`config.mk`:
```
export PLATFORM = sky130hd
export DESIGN_NAME = mem_req_arbiter_flat
export DESIGN_NICKNAME = d
export VERILOG_FILES = /design/src/rtl/mem_req_arbiter_if.sv /design/src/rtl/mem_req_arbiter.sv /design/src/flat_wrapper.sv
export SDC_FILE = /design/constraint.sdc
export NUM_CORES = 1
export LEC_CHECK = 0
export ABC_AREA = 1
export BUFFER_PORTS_ARGS = -buffer_cell sky130_fd_sc_hd__buf_2
export CORE_AREA = 2 2 135 137
export CTS_CLUSTER_DIAMETER = 150
export DETAILED_ROUTE_END_ITERATION = 10
export DIE_AREA = 0 0 137 139
export PLACE_DENSITY = 0.66
export SLEW_MARGIN = 40
export SYNTH_ARGS = -nofsm -noshare
export SYNTH_HDL_FRONTEND = slang
export SYNTH_SLANG_ARGS = --single-unit
export TNS_END_PERCENT = 5
```
`constraint.sdc`:
```
create_clock -name clk -period 2.6 [get_ports clk]
set_input_delay 0.39 -clock clk [delete_from_list [all_inputs] [get_ports clk]]
set_output_delay 0.39 -clock clk [all_outputs]
set_load 0.05 [all_outputs]
```
`src/rtl/mem_req_arbiter_if.sv`:
```
// Bundle of the channel-side and memory-side signals of the shared memory port arbiter.
// The arbiter takes the slave view; requesters and the memory controller take the master view.
interface mem_req_arbiter_if #(
    parameter int NCH = 3,
    parameter int AW  = 32,
    parameter int DW  = 32
);
    logic [NCH-1:0]    ch_req;
    logic [NCH-1:0]    ch_we;
    logic [NCH-1:0]    ch_w;
    logic [NCH-1:0]    ch_hw;
    logic [NCH*AW-1:0] ch_adr;
    logic [NCH*DW-1:0] ch_wdata;
    logic [NCH-1:0]    ch_done;
    logic [NCH-1:0]    ch_err;
    logic [DW-1:0]     ch_rdata;
    logic              busy;
    logic              m_read_req;
    logic              m_write_req;
    logic              m_w;
    logic              m_hw;
    logic [AW-1:0]     m_adr;
    logic [DW-1:0]     m_wdata;
    logic              m_read_valid;
    logic [DW-1:0]     m_read_data;
    logic              m_write_finish;

    modport slave (
        input  ch_req, ch_we, ch_w, ch_hw, ch_adr, ch_wdata,
        input  m_read_valid, m_read_data, m_write_finish,
        output ch_done, ch_err, ch_rdata, busy,
        output m_read_req, m_write_req, m_w, m_hw, m_adr, m_wdata
    );

    modport master (
        output ch_req, ch_we, ch_w, ch_hw, ch_adr, ch_wdata,
        output m_read_valid, m_read_data, m_write_finish,
        input  ch_done, ch_err, ch_rdata, busy,
        input  m_read_req, m_write_req, m_w, m_hw, m_adr, m_wdata
    );
endinterface

```
`src/rtl/mem_req_arbiter.sv`:
```
// Round-robin N-channel arbiter for the single shared memory port, one transaction in flight.
// Optional busy-timeout with error pulse is enabled by defining MEM_ARB_TIMEOUT_EN.
module mem_req_arbiter #(
    parameter int NCH    = 3,
    parameter int AW     = 32,
    parameter int DW     = 32,
    parameter int TO_CYC = 255
) (
    input  logic           clk,
    input  logic           rst_n,
    mem_req_arbiter_if.slave bus
);
    localparam int IW = (NCH > 1) ? $clog2(NCH) : 1;

    typedef enum logic [1:0] {IDLE, BUSY, DONE} state_t;

    state_t         state;
    logic [IW-1:0]  rr;
    logic [IW-1:0]  gnt;
    logic           we_q;
    logic           read_req;
    logic           write_req;
    logic           size_w;
    logic           size_hw;
    logic [AW-1:0]  adr_q;
    logic [DW-1:0]  wdata_q;
    logic [NCH-1:0] done_q;
    logic [DW-1:0]  rdata_q;

    logic [IW-1:0]  pick;
    logic           sel_we;
    logic           sel_w;
    logic           sel_hw;
    logic [AW-1:0]  sel_adr;
    logic [DW-1:0]  sel_wdata;
    logic [NCH-1:0] gnt_oh;
    logic           complete;

    // First requester after the last granted index, wrapping modulo NCH.
    function automatic logic [IW-1:0] rr_pick(input logic [NCH-1:0] req, input logic [IW-1:0] last);
        logic [IW-1:0] sel;
        logic [IW-1:0] idx;
        sel = last;
        for (int off = NCH; off >= 1; off--) begin
            idx = IW'((int'(last) + off) % NCH);
            if (req[idx]) sel = idx;
        end
        return sel;
    endfunction

    always_comb begin
        pick      = rr_pick(bus.ch_req, rr);
        sel_we    = 1'b0;
        sel_w     = 1'b0;
        sel_hw    = 1'b0;
        sel_adr   = '0;
        sel_wdata = '0;
        for (int i = 0; i < NCH; i++) begin
            if (pick == IW'(i)) begin
                sel_we    = bus.ch_we[i];
                sel_w     = bus.ch_w[i];
                sel_hw    = bus.ch_hw[i];
                sel_adr   = bus.ch_adr[i*AW +: AW];
                sel_wdata = bus.ch_wdata[i*DW +: DW];
            end
        end
    end

    assign gnt_oh   = NCH'(1) << gnt;
    // Only the completion matching the latched direction counts; the other one is ignored.
    assign complete = we_q ? bus.m_write_finish : bus.m_read_valid;

`ifdef MEM_ARB_TIMEOUT_EN
    localparam int TW = $clog2(TO_CYC + 1);

    logic [TW-1:0]  to_cnt;
    logic           to_hit;
    logic [NCH-1:0] err_q;

    // Fires at the end of the TO_CYC-th busy cycle.
    assign to_hit     = (to_cnt == TW'(TO_CYC - 1));
    assign bus.ch_err = err_q;
`else
    assign bus.ch_err = '0;
`endif

    always_ff @(posedge clk) begin
        if (!rst_n) begin
            state     <= IDLE;
            rr        <= IW'(NCH - 1);
            gnt       <= '0;
            we_q      <= 1'b0;
            read_req  <= 1'b0;
            write_req <= 1'b0;
            size_w    <= 1'b0;
            size_hw   <= 1'b0;
            adr_q     <= '0;
            wdata_q   <= '0;
            done_q    <= '0;
            rdata_q   <= '0;
`ifdef MEM_ARB_TIMEOUT_EN
            to_cnt    <= '0;
            err_q     <= '0;
`endif
        end else begin
            case (state)
                IDLE: begin
                    if (|bus.ch_req) begin
                        gnt       <= pick;
                        rr        <= pick;
                        we_q      <= sel_we;
                        read_req  <= ~sel_we;
                        write_req <= sel_we;
                        size_w    <= sel_w;
                        size_hw   <= sel_hw;
                        adr_q     <= sel_adr;
                        wdata_q   <= sel_wdata;
`ifdef MEM_ARB_TIMEOUT_EN
                        to_cnt    <= '0;
`endif
                        state     <= BUSY;
                    end
                end
                BUSY: begin
`ifdef MEM_ARB_TIMEOUT_EN
                    to_cnt <= to_cnt + 1'b1;
`endif
                    if (complete) begin
                        if (!we_q) rdata_q <= bus.m_read_data;
                        read_req  <= 1'b0;
                        write_req <= 1'b0;
                        done_q    <= gnt_oh;
                        state     <= DONE;
                    end
`ifdef MEM_ARB_TIMEOUT_EN
                    else if (to_hit) begin
                        rdata_q   <= '0;
                        read_req  <= 1'b0;
                        write_req <= 1'b0;
                        done_q    <= gnt_oh;
                        err_q     <= gnt_oh;
                        state     <= DONE;
                    end
`endif
                end
                DONE: begin
                    // Gap cycle: the finished requester drops ch_req here, so no grant yet.
                    done_q <= '0;
`ifdef MEM_ARB_TIMEOUT_EN
                    err_q  <= '0;
`endif
                    state  <= IDLE;
                end
                default: state <= IDLE;
            endcase
        end
    end

    assign bus.ch_done     = done_q;
    assign bus.ch_rdata    = rdata_q;
    assign bus.busy        = (state != IDLE);
    assign bus.m_read_req  = read_req;
    assign bus.m_write_req = write_req;
    assign bus.m_w         = size_w;
    assign bus.m_hw        = size_hw;
    assign bus.m_adr       = adr_q;
    assign bus.m_wdata     = wdata_q;
endmodule

```
`src/flat_wrapper.sv`:
```
// flat-port wrapper written by rule: the top's interface ports become plain ports
module mem_req_arbiter_flat 
#(
    parameter int NCH    = 3,
    parameter int AW     = 32,
    parameter int DW     = 32,
    parameter int TO_CYC = 255
)
  (clk, rst_n, bus_ch_req, bus_ch_we, bus_ch_w, bus_ch_hw, bus_ch_adr, bus_ch_wdata, bus_m_read_valid, bus_m_read_data, bus_m_write_finish, bus_ch_done, bus_ch_err, bus_ch_rdata, bus_busy, bus_m_read_req, bus_m_write_req, bus_m_w, bus_m_hw, bus_m_adr, bus_m_wdata);
  mem_req_arbiter_if #(.NCH(NCH), .AW(AW), .DW(DW)) bus_i ();
  input  logic clk;
  input  logic rst_n;
  input wire logic [$bits(bus_i.ch_req)-1:0] bus_ch_req;
  input wire logic [$bits(bus_i.ch_we)-1:0] bus_ch_we;
  input wire logic [$bits(bus_i.ch_w)-1:0] bus_ch_w;
  input wire logic [$bits(bus_i.ch_hw)-1:0] bus_ch_hw;
  input wire logic [$bits(bus_i.ch_adr)-1:0] bus_ch_adr;
  input wire logic [$bits(bus_i.ch_wdata)-1:0] bus_ch_wdata;
  input wire logic [$bits(bus_i.m_read_valid)-1:0] bus_m_read_valid;
  input wire logic [$bits(bus_i.m_read_data)-1:0] bus_m_read_data;
  input wire logic [$bits(bus_i.m_write_finish)-1:0] bus_m_write_finish;
  output wire logic [$bits(bus_i.ch_done)-1:0] bus_ch_done;
  output wire logic [$bits(bus_i.ch_err)-1:0] bus_ch_err;
  output wire logic [$bits(bus_i.ch_rdata)-1:0] bus_ch_rdata;
  output wire logic [$bits(bus_i.busy)-1:0] bus_busy;
  output wire logic [$bits(bus_i.m_read_req)-1:0] bus_m_read_req;
  output wire logic [$bits(bus_i.m_write_req)-1:0] bus_m_write_req;
  output wire logic [$bits(bus_i.m_w)-1:0] bus_m_w;
  output wire logic [$bits(bus_i.m_hw)-1:0] bus_m_hw;
  output wire logic [$bits(bus_i.m_adr)-1:0] bus_m_adr;
  output wire logic [$bits(bus_i.m_wdata)-1:0] bus_m_wdata;
  assign bus_i.ch_req = bus_ch_req;
  assign bus_i.ch_we = bus_ch_we;
  assign bus_i.ch_w = bus_ch_w;
  assign bus_i.ch_hw = bus_ch_hw;
  assign bus_i.ch_adr = bus_ch_adr;
  assign bus_i.ch_wdata = bus_ch_wdata;
  assign bus_i.m_read_valid = bus_m_read_valid;
  assign bus_i.m_read_data = bus_m_read_data;
  assign bus_i.m_write_finish = bus_m_write_finish;
  assign bus_ch_done = bus_i.ch_done;
  assign bus_ch_err = bus_i.ch_err;
  assign bus_ch_rdata = bus_i.ch_rdata;
  assign bus_busy = bus_i.busy;
  assign bus_m_read_req = bus_i.m_read_req;
  assign bus_m_write_req = bus_i.m_write_req;
  assign bus_m_w = bus_i.m_w;
  assign bus_m_hw = bus_i.m_hw;
  assign bus_m_adr = bus_i.m_adr;
  assign bus_m_wdata = bus_i.m_wdata;
  mem_req_arbiter #(.NCH(NCH), .AW(AW), .DW(DW), .TO_CYC(TO_CYC)) u_core (.clk(clk), .rst_n(rst_n), .bus(bus_i));
endmodule
```
======== After elaboration in Yosys (flattened, before gate mapping) ========
Cells that the tools add are included.
storage, ports and cells
  input port bits ......................... 240
  bits in registers ....................... 110
operators by class
  equality and inequality tests ........... 6
  magnitude comparators ................... 3
  add/subtract/negate cells ............... 3
  div/mod/pow operators ................... 3
  bitwise logic cells ..................... 2
  shifts and indexed selects .............. 1
  reductions and logical operators ........ 11
  multiplexer cells ....................... 35
operator list
  operator               count
  $mux 32                6
  $mod 32x3->32 const B  3
  $mux 1                 16
  $mux 2                 5
  $lt 2x3->1 const B     3
  $add 2x2->3 const B    2
  $bmux 1 s2             3
  $pmux 3 s2             1
  $reduce_and 2->1       3
  $reduce_and 3->1       2
  $reduce_bool 2->1      3
  $eq 2x1->1 const B     2
  $eq 2x2->1 const B     2
  $logic_not 2->1        2
  $ne 2x1->1 const B     2
  $pmux 1 s2             2
  $pmux 2 s2             1
  $add 2x1->3 const B    1
  $mux 3                 1
  $reduce_or 3->1        1
  $shl 1x2->3 const A    1
  $not 1->1              2

======== Longest topological paths before layout ========
Gate-level depths: netlist of run 1.
  depth after elaboration ................. 14
  depth in mapped cells ................... 18

======== Worst setup path after synthesis of run 1 ========
No wires, ideal clock.
  kind .................................... register -> register
  start ................................... register, netlist name u_core.gnt[0]
  end ..................................... register u_core.size_hw, in the netlist u_core.bus.m_hw
  arrival time ............................ 1999 ps
  stages on the path, launching flop included .. 13
  library setup time ...................... 128 ps
  data required time ...................... 2472 ps
  clock period less this slack ............ 2127 ps
  path slack .............................. 473 ps
  path through ............................ dfxtp_1 -> inv_1 -> ha_1 -> nor3_1 -> clkinv_1 -> nand2_4 -> buf_6 -> buf_4 -> nand3_1 -> nand2_1 -> nor2_1 -> nor2_1 -> nor2_1
RTL lines
  element               RTL line                RTL
  to (signal assigned)  mem_req_arbiter.sv:115  size_hw <= sel_hw;
  to (decl)             mem_req_arbiter.sv:24   logic size_hw;

==> results of run 1 <==
logic make-up (layout without fill, tap and decap cells):
| kind of cell | Yosys count | in the layout | synth area share [%] |
|---|---|---|---|
| compound gates | 168 | 168 | 13.7 |
| buf+inv | 230 | 541 | 15.3 |
| simple gates | 532 | 532 | 34.9 |
| flops | 109 | 109 | 35.3 |
| other cells | 1 | 4 | 0.0606 |
| fa+ha+maj | 4 | 4 | 0.809 |
worst reg2reg max path, stage by stage, from the launching register on:
cell and delay (ps):
dfxtp_1 330, inv_1 90, ha_2 380, inv_1 80
a21oi_1 220, nand3_1 120, nand2_1 110, nand2_4 100
nor2_4 190, clkbuf_16 240, nand2_1 80, nand2_1 80
nand2_1 50, a21oi_1 120
flip-flops by register name (all words and copies together), names as in the netlist:
name	flops
u_core.bus.ch_done	3
u_core.bus.ch_rdata	32
u_core.bus.m_adr	32
u_core.bus.m_hw	1
u_core.bus.m_read_req	1
u_core.bus.m_w	1
u_core.bus.m_wdata	32
u_core.bus.m_write_req	1
u_core.gnt	2
u_core.rr	1
u_core.state	2
u_core.we_q	1
final timing paths:
kind | slack [ps] | end | startpoint | cells after the start
min reg2reg | 460 | u_core.bus.m_adr[2]$_SDFFE_PN0P_ | u_core.bus.m_adr[2]$_SDFFE_PN0P_ | 2
max reg2reg | 370 | u_core.bus.m_adr[22]$_SDFFE_PN0P_ | u_core.gnt[0]$_SDFFE_PN0P_ | 13
min | 300 | u_core.bus.ch_rdata[18]$_SDFFE_PN0P_ | bus_m_read_data[18] | 3
max | 370 | u_core.bus.m_adr[22]$_SDFFE_PN0P_ | u_core.gnt[0]$_SDFFE_PN0P_ | 13
final cells by class:
type                            instances  area, um2
Tap cell                              229        287
Inverter                              162        608
Fill cell                            1905       9220
Antenna cell                            1       2.50
Clock buffer                           11        253
Timing Repair Buffer                  363       1970
Multi-Input combinational cell        707       3100
Sequential cell                       109       2180
Clock inverter                          5       42.5
cell usage in the layout (no fill, tap or decap), drive strengths merged:
cell / instances
a21oi: 72
nor3: 1
nand2: 336
diode: 1
dfxtp: 109
buf: 362
conb: 3
a31oi: 2
o21ai: 93
nand4: 7
ha: 4
nand3b: 1
clkinv: 3
o211ai: 1
nor2: 102
clkbuf: 12
inv: 163
nand3: 85
clkinvlp: 1
per-layer routing:
layer  up-vias  routed length (um)  GRT usage, %  share of wire, %
li1       3809                   -             -                 -
met1      3110                8720          24.4                41
met2       264               10500          38.4                50
met3        17                1610          4.17               7.6
met4         0                 237          5.59               1.1
met5         -                   0             0                 0
through the flow:
step | total power, uW | hold slack [ps] | instance area (um2) | utilization [%] | std cells
2_1_floorplan | 9480 | 459 | 6200 | - | 1046
3_3_place_gp | 11500 | 449 | 8100 | 45.9 | 1568
3_5_place_dp | 11600 | 452 | 8100 | 45.9 | 1568
4_1_cts | 13000 | 284 | 8400 | 47.5 | 1584
5_1_grt | 14200 | 309 | 8440 | 47.8 | 1586
6_report | 13000 | 298 | 8440 | 47.8 | 1587
where the power goes:
part           leakage, uW  internal (uW)  switching, uW  total [uW]
sequential        0.000897           2340            342        2690
combinational      0.00380           2550           6450        9000
clock             0.000143            714            645        1360
total              0.00484           5610           7440       13000
timing repair:
| item | 4_1_cts | 5_1_grt |
|---|---|---|
| hold buffers | 0 | 0 |
| setup endpoints to repair | 0 | 48 |
| setup buffers | 0 | 1 |
| gates resized for setup | 0 | 2 |
==> impl_metrics.ini, run 1 <==
[outcome]
status = completed

[synth]
ys.flop_type = dfxtp_1
synthArstFlopShare_pct = 0
synth.distinct_cells = 26
ys_ff_latch = 109
synth_top_cells_by_area = dfxtp_1 (35%), nand2_1 (20%), inv_1 (9.4%)
yosys_warnings = 0
synth_area_um2 = 6190
yosysMostFrequentCell = nand2_1
syn_inst = 1044
synth_seq_area_share_pct = 35.3
netlist_top_cells_count = nand2_1 (332), inv_1 (155), dfxtp_1 (109)
yosysTopAreaCellShare_pct = 35.3
synth_edf_count = 0
yosysTopAreaCell = dfxtp_1
synth.avg_cell_area_um2 = 5.93

[routing]
dr.pass1.iters = 5
via_count = 7200
detail-route-antenna-nets = 0
post_drt_wl_per_cell_um = 13.3
wirelength_um = 21100
viasPerCell = 4.54
drt-initial-drc-count = 299
drcViolationCount = 0

[finish]
final_layout_size_suffix_gt1_share_pct = 29.0
final_nets = 1596
syn_to_final_growth_pct = 36.4

[timing]
slew_headroom_pct = 57.6
slew_viol_final = 0
period_needed_ps = 2230
post-route-period-util_pct = 85.9
skew_ps = 11.6
rsz0062_at_grt = no
setup_violations = 0
layout_setup_ws_ps = 367
fin_tns_setup_ps = 0
timing.fmax_mhz = 448
tightest_slew_ps = 635
hold_violations = 0

[worst_hold_path]
min_path_type = in2reg

[placement]
gp_congestion = 0.841
dpl.hpwl_um = 15400
portBuffers = 343
place_ws_ps = 165

[cts]
cts_tree = built
htreeDepth = 3
cts-root-buf = clkbuf_16
cts_buffers = 9
cts_buffer_depth = 2
worstSkewPairLatency_ps = 350
clk_pin_slew_ps = 80
cts_sinks = 109

[global_route]
gr-usage-all-layers_pct = 20.9
first_global_vias = 6381
grt_max_degree = 79
antenna_found_initial = 2
grt_pass1_wl_um = 31900
gr-total-overflow = 0

[critical_path]
crit_path_end_kind = flip-flop
cp-start-kind = flip-flop
max_stage_delay_ps = 380
path_class = reg2reg
critPathSlowestCell = ha_2
critPathTopFamily = simple AND/OR/NAND/NOR gates
worst-path-max-fanout = 24
crit_arrival_ps = 2510
path_buf_inv = 3
critPathRequiredTime_ps = 2880
cp_cell_sequence = inv_1, ha_2, inv_1, a21oi_1, nand3_1, nand2_1, nand2_4, nor2_4, clkbuf_16, nand2_1, nand2_1, nand2_1, a21oi_1
crit_top_cell = nand2_1

[power]
power.static_leakage_uw = 0.00484
peakVddDrop_mv = 0.907
power.density_nw_per_um2 = 1550

[floorplan]
die_height_um = 139
die_width_um = 137
die-area_um2 = 19000
core_area_um2 = 17700
rows = 49
io_pins = 347
floorplan.initialDensity_pct = 35.0

[job]
maxCapViolCount = 0
Note: power is estimated with default switching activity, not from simulation.
==> run 2: changes to the inputs <==
--- a/config.mk
+++ b/config.mk
@@ -5,7 +5,6 @@
 export SDC_FILE = /design/constraint.sdc
 export NUM_CORES = 1
 export LEC_CHECK = 0
-export ABC_AREA = 1
 export BUFFER_PORTS_ARGS = -buffer_cell sky130_fd_sc_hd__buf_2
 export CORE_AREA = 2 2 135 137
 export CTS_CLUSTER_DIAMETER = 150
==> run 2 against run 1 <==
Critical path depth shrank 4. Clock skew grew 0.80 ps. Synthesized cell count shrank 26%. Fmax shrank 6.7%. Final area shrank 2.1%. Critical path type unchanged. Highest routed layer is now met5.
==> impl_metrics.ini, run 2 <==
[critical_path]
cp-start-kind = flip-flop
rrSetupSlack_ps = 210
max_stage_delay_ps = 390
cp_cell_sequence = inv_1, ha_1, inv_2, o21ai_0, o211ai_4, buf_4, and3_1, o21ai_1, a31oi_1
ff2ff_path_depth = 9
critPathRequiredTime_ps = 2810
path_buf_inv = 3
crit_arrival_ps = 2610
worst-path-max-fanout = 26
crit_path_end_kind = flip-flop
critPathTopFamily = compound AO/OA/AOI/OAI gates
r2r-end = u_core.bus.m_wdata[16]$_SDFFE_PN0P_
path_class = reg2reg
regToRegStartpoint = u_core.gnt[0]$_SDFFE_PN0P_
critPathSlowestCell = ha_1

[timing]
timing.fmax_mhz = 418
post-route-period-util_pct = 92.1
tightest_slew_ps = 643
setup_violations = 0
whs_ps = 283
slew_headroom_pct = 57.1
rsz0062_at_grt = no
slew_viol_final = 0
fin_tns_setup_ps = 0
skew_ps = 12.4
period_needed_ps = 2390
hold_violations = 0
layout_setup_ws_ps = 206

[synth]
synth_seq_area_share_pct = 35.7
synth_area_um2 = 6120
synth.distinct_cells = 39
syn_inst = 769
synth_edf_count = 0
netlist_top_cells_count = dfxtp_1 (109), a21boi_0 (99), o21ai_0 (85)
synthArstFlopShare_pct = 0
yosysTopAreaCell = dfxtp_1
ys.flop_type = dfxtp_1
synth.avg_cell_area_um2 = 7.96
yosysMostFrequentCell = dfxtp_1
yosys_warnings = 0
synth_top_cells_by_area = dfxtp_1 (36%), a21boi_0 (12%), a31oi_1 (7.0%)
ys_ff_latch = 109
yosysTopAreaCellShare_pct = 35.7

[global_route]
use_met2_pct = 37.0
grt_use_met1_pct = 24.2
grt_max_degree = 80
grt_pass1_wl_um = 31600
antenna_found_initial = 2
gr-total-overflow = 0
first_global_vias = 6130
busiest_layer = met2
gr-usage-all-layers_pct = 20.9
grt_use_met3_pct = 4.86

[finish]
final_layout_size_suffix_gt1_share_pct = 39.4
final_nets = 1302
fillers = 1814
mostFrequentLayoutCell = buf_2
finalNonFillerCells = 1291
layout_common_cells = buf_2 (343), dfxtp_1 (109), a21boi_0 (99)
syn_to_final_growth_pct = 35.0

[floorplan]
die_width_um = 137
rows = 49
die-area_um2 = 19000
die_height_um = 139
core_area_um2 = 17700
io_pins = 347
floorplan.initialDensity_pct = 34.7

[routing]
wirelength_um = 20900
via_count = 6653
detail-route-antenna-nets = 0
drt-initial-drc-count = 239
viasPerCell = 5.15
post_drt_wl_per_cell_um = 16.2
dr.pass1.iters = 4
drcViolationCount = 0

[placement]
dpl.hpwl_um = 15100
placed_cells = 1276
place_ws_ps = 193
portBuffers = 343
gp_congestion = 0.825

[cts]
cts_setup_buffers = 0
cts_buffers = 9
clk_pin_slew_ps = 70
ctsResizeCount = 0
worstSkewPairLatency_ps = 350
htreeDepth = 3
cts_tree = built
cts_sinks = 109
cts-root-buf = clkbuf_16
cts-hold-fix-buffers = 0
cts_buffer_depth = 2

[power]
peakVddDrop_mv = 0.628
power.static_leakage_uw = 0.00380
power.density_nw_per_um2 = 1340

[worst_hold_path]
hold_start = bus_m_read_data[18]
min_path_type = in2reg
hold_end = u_core.bus.ch_rdata[18]$_SDFFE_PN0P_
min_path_cells = 3

[outcome]
status = completed

[job]
maxCapViolCount = 0
==> run 2: worst min-delay path, delay by kind of cell <==
family	cells	cell delay, ps
compound gates	1	60
buf+inv	1	100
simple gates	1	40
==> run 2: layout make-up <==
type | instances | area, um2 | share of cell area (%)
repair buffers | 365 | 2040 | 24.6
clock inverters | 4 | 27.5 | 0.333
multi-input cells | 566 | 3470 | 42.0
flip-flops and latches | 109 | 2180 | 26.4
clock buffers | 10 | 229 | 2.77
diodes | 1 | 2.50 | 0.0303
well taps | 229 | 287 | 3.47
inverters | 7 | 26.3 | 0.318
==> run 2: per-layer routing <==
layer	wire, um	vias up
met2	10100	256
li1	-	3356
met5	11	-
met4	504	2
met3	1610	35
met1	8640	3004
==> run 2: cell families after synthesis <==
family / after synthesis / share of synthesized area (%)
mux: 3 / 0.491
compound gates: 326 / 33.1
buf+inv: 96 / 8.34
other cells: 1 / 0.0613
simple gates: 230 / 21.6
flops: 109 / 35.7
fa+ha+maj: 4 / 0.818
==> run 2: per-stage QoR <==
step                utilization [%]  instance area, um2  power (uW)
global placement               45.3                8000        9830
global route                   46.8                8260       11900
CTS                            46.8                8260       11200
floorplan                         -                6130        8200
detailed placement             45.3                8000        9880
finish                         46.8                8260       11100
==> run 2: worst max-delay path by stage <==
stage / cells after the start / startpoint / slack [ps] / to
floorplan: 12 / u_core.gnt[0]$_SDFFE_PN0P_ / 450 / u_core.bus.m_adr[31]$_SDFFE_PN0P_
global placement: 9 / u_core.gnt[0]$_SDFFE_PN0P_ / 230 / u_core.bus.m_wdata[16]$_SDFFE_PN0P_
detailed placement: 9 / u_core.gnt[0]$_SDFFE_PN0P_ / 190 / u_core.bus.m_wdata[16]$_SDFFE_PN0P_
CTS: 9 / u_core.gnt[0]$_SDFFE_PN0P_ / 170 / u_core.bus.m_wdata[16]$_SDFFE_PN0P_
global route: 9 / u_core.gnt[0]$_SDFFE_PN0P_ / 20 / u_core.we_q$_SDFFE_PN0P_
finish: 9 / u_core.gnt[0]$_SDFFE_PN0P_ / 210 / u_core.bus.m_wdata[16]$_SDFFE_PN0P_
==> run 2: power breakdown <==
group          internal, uW  switching, uW
combinational          2230           5060
clock                   640            636
sequential             2230            283
total                  5100           5980
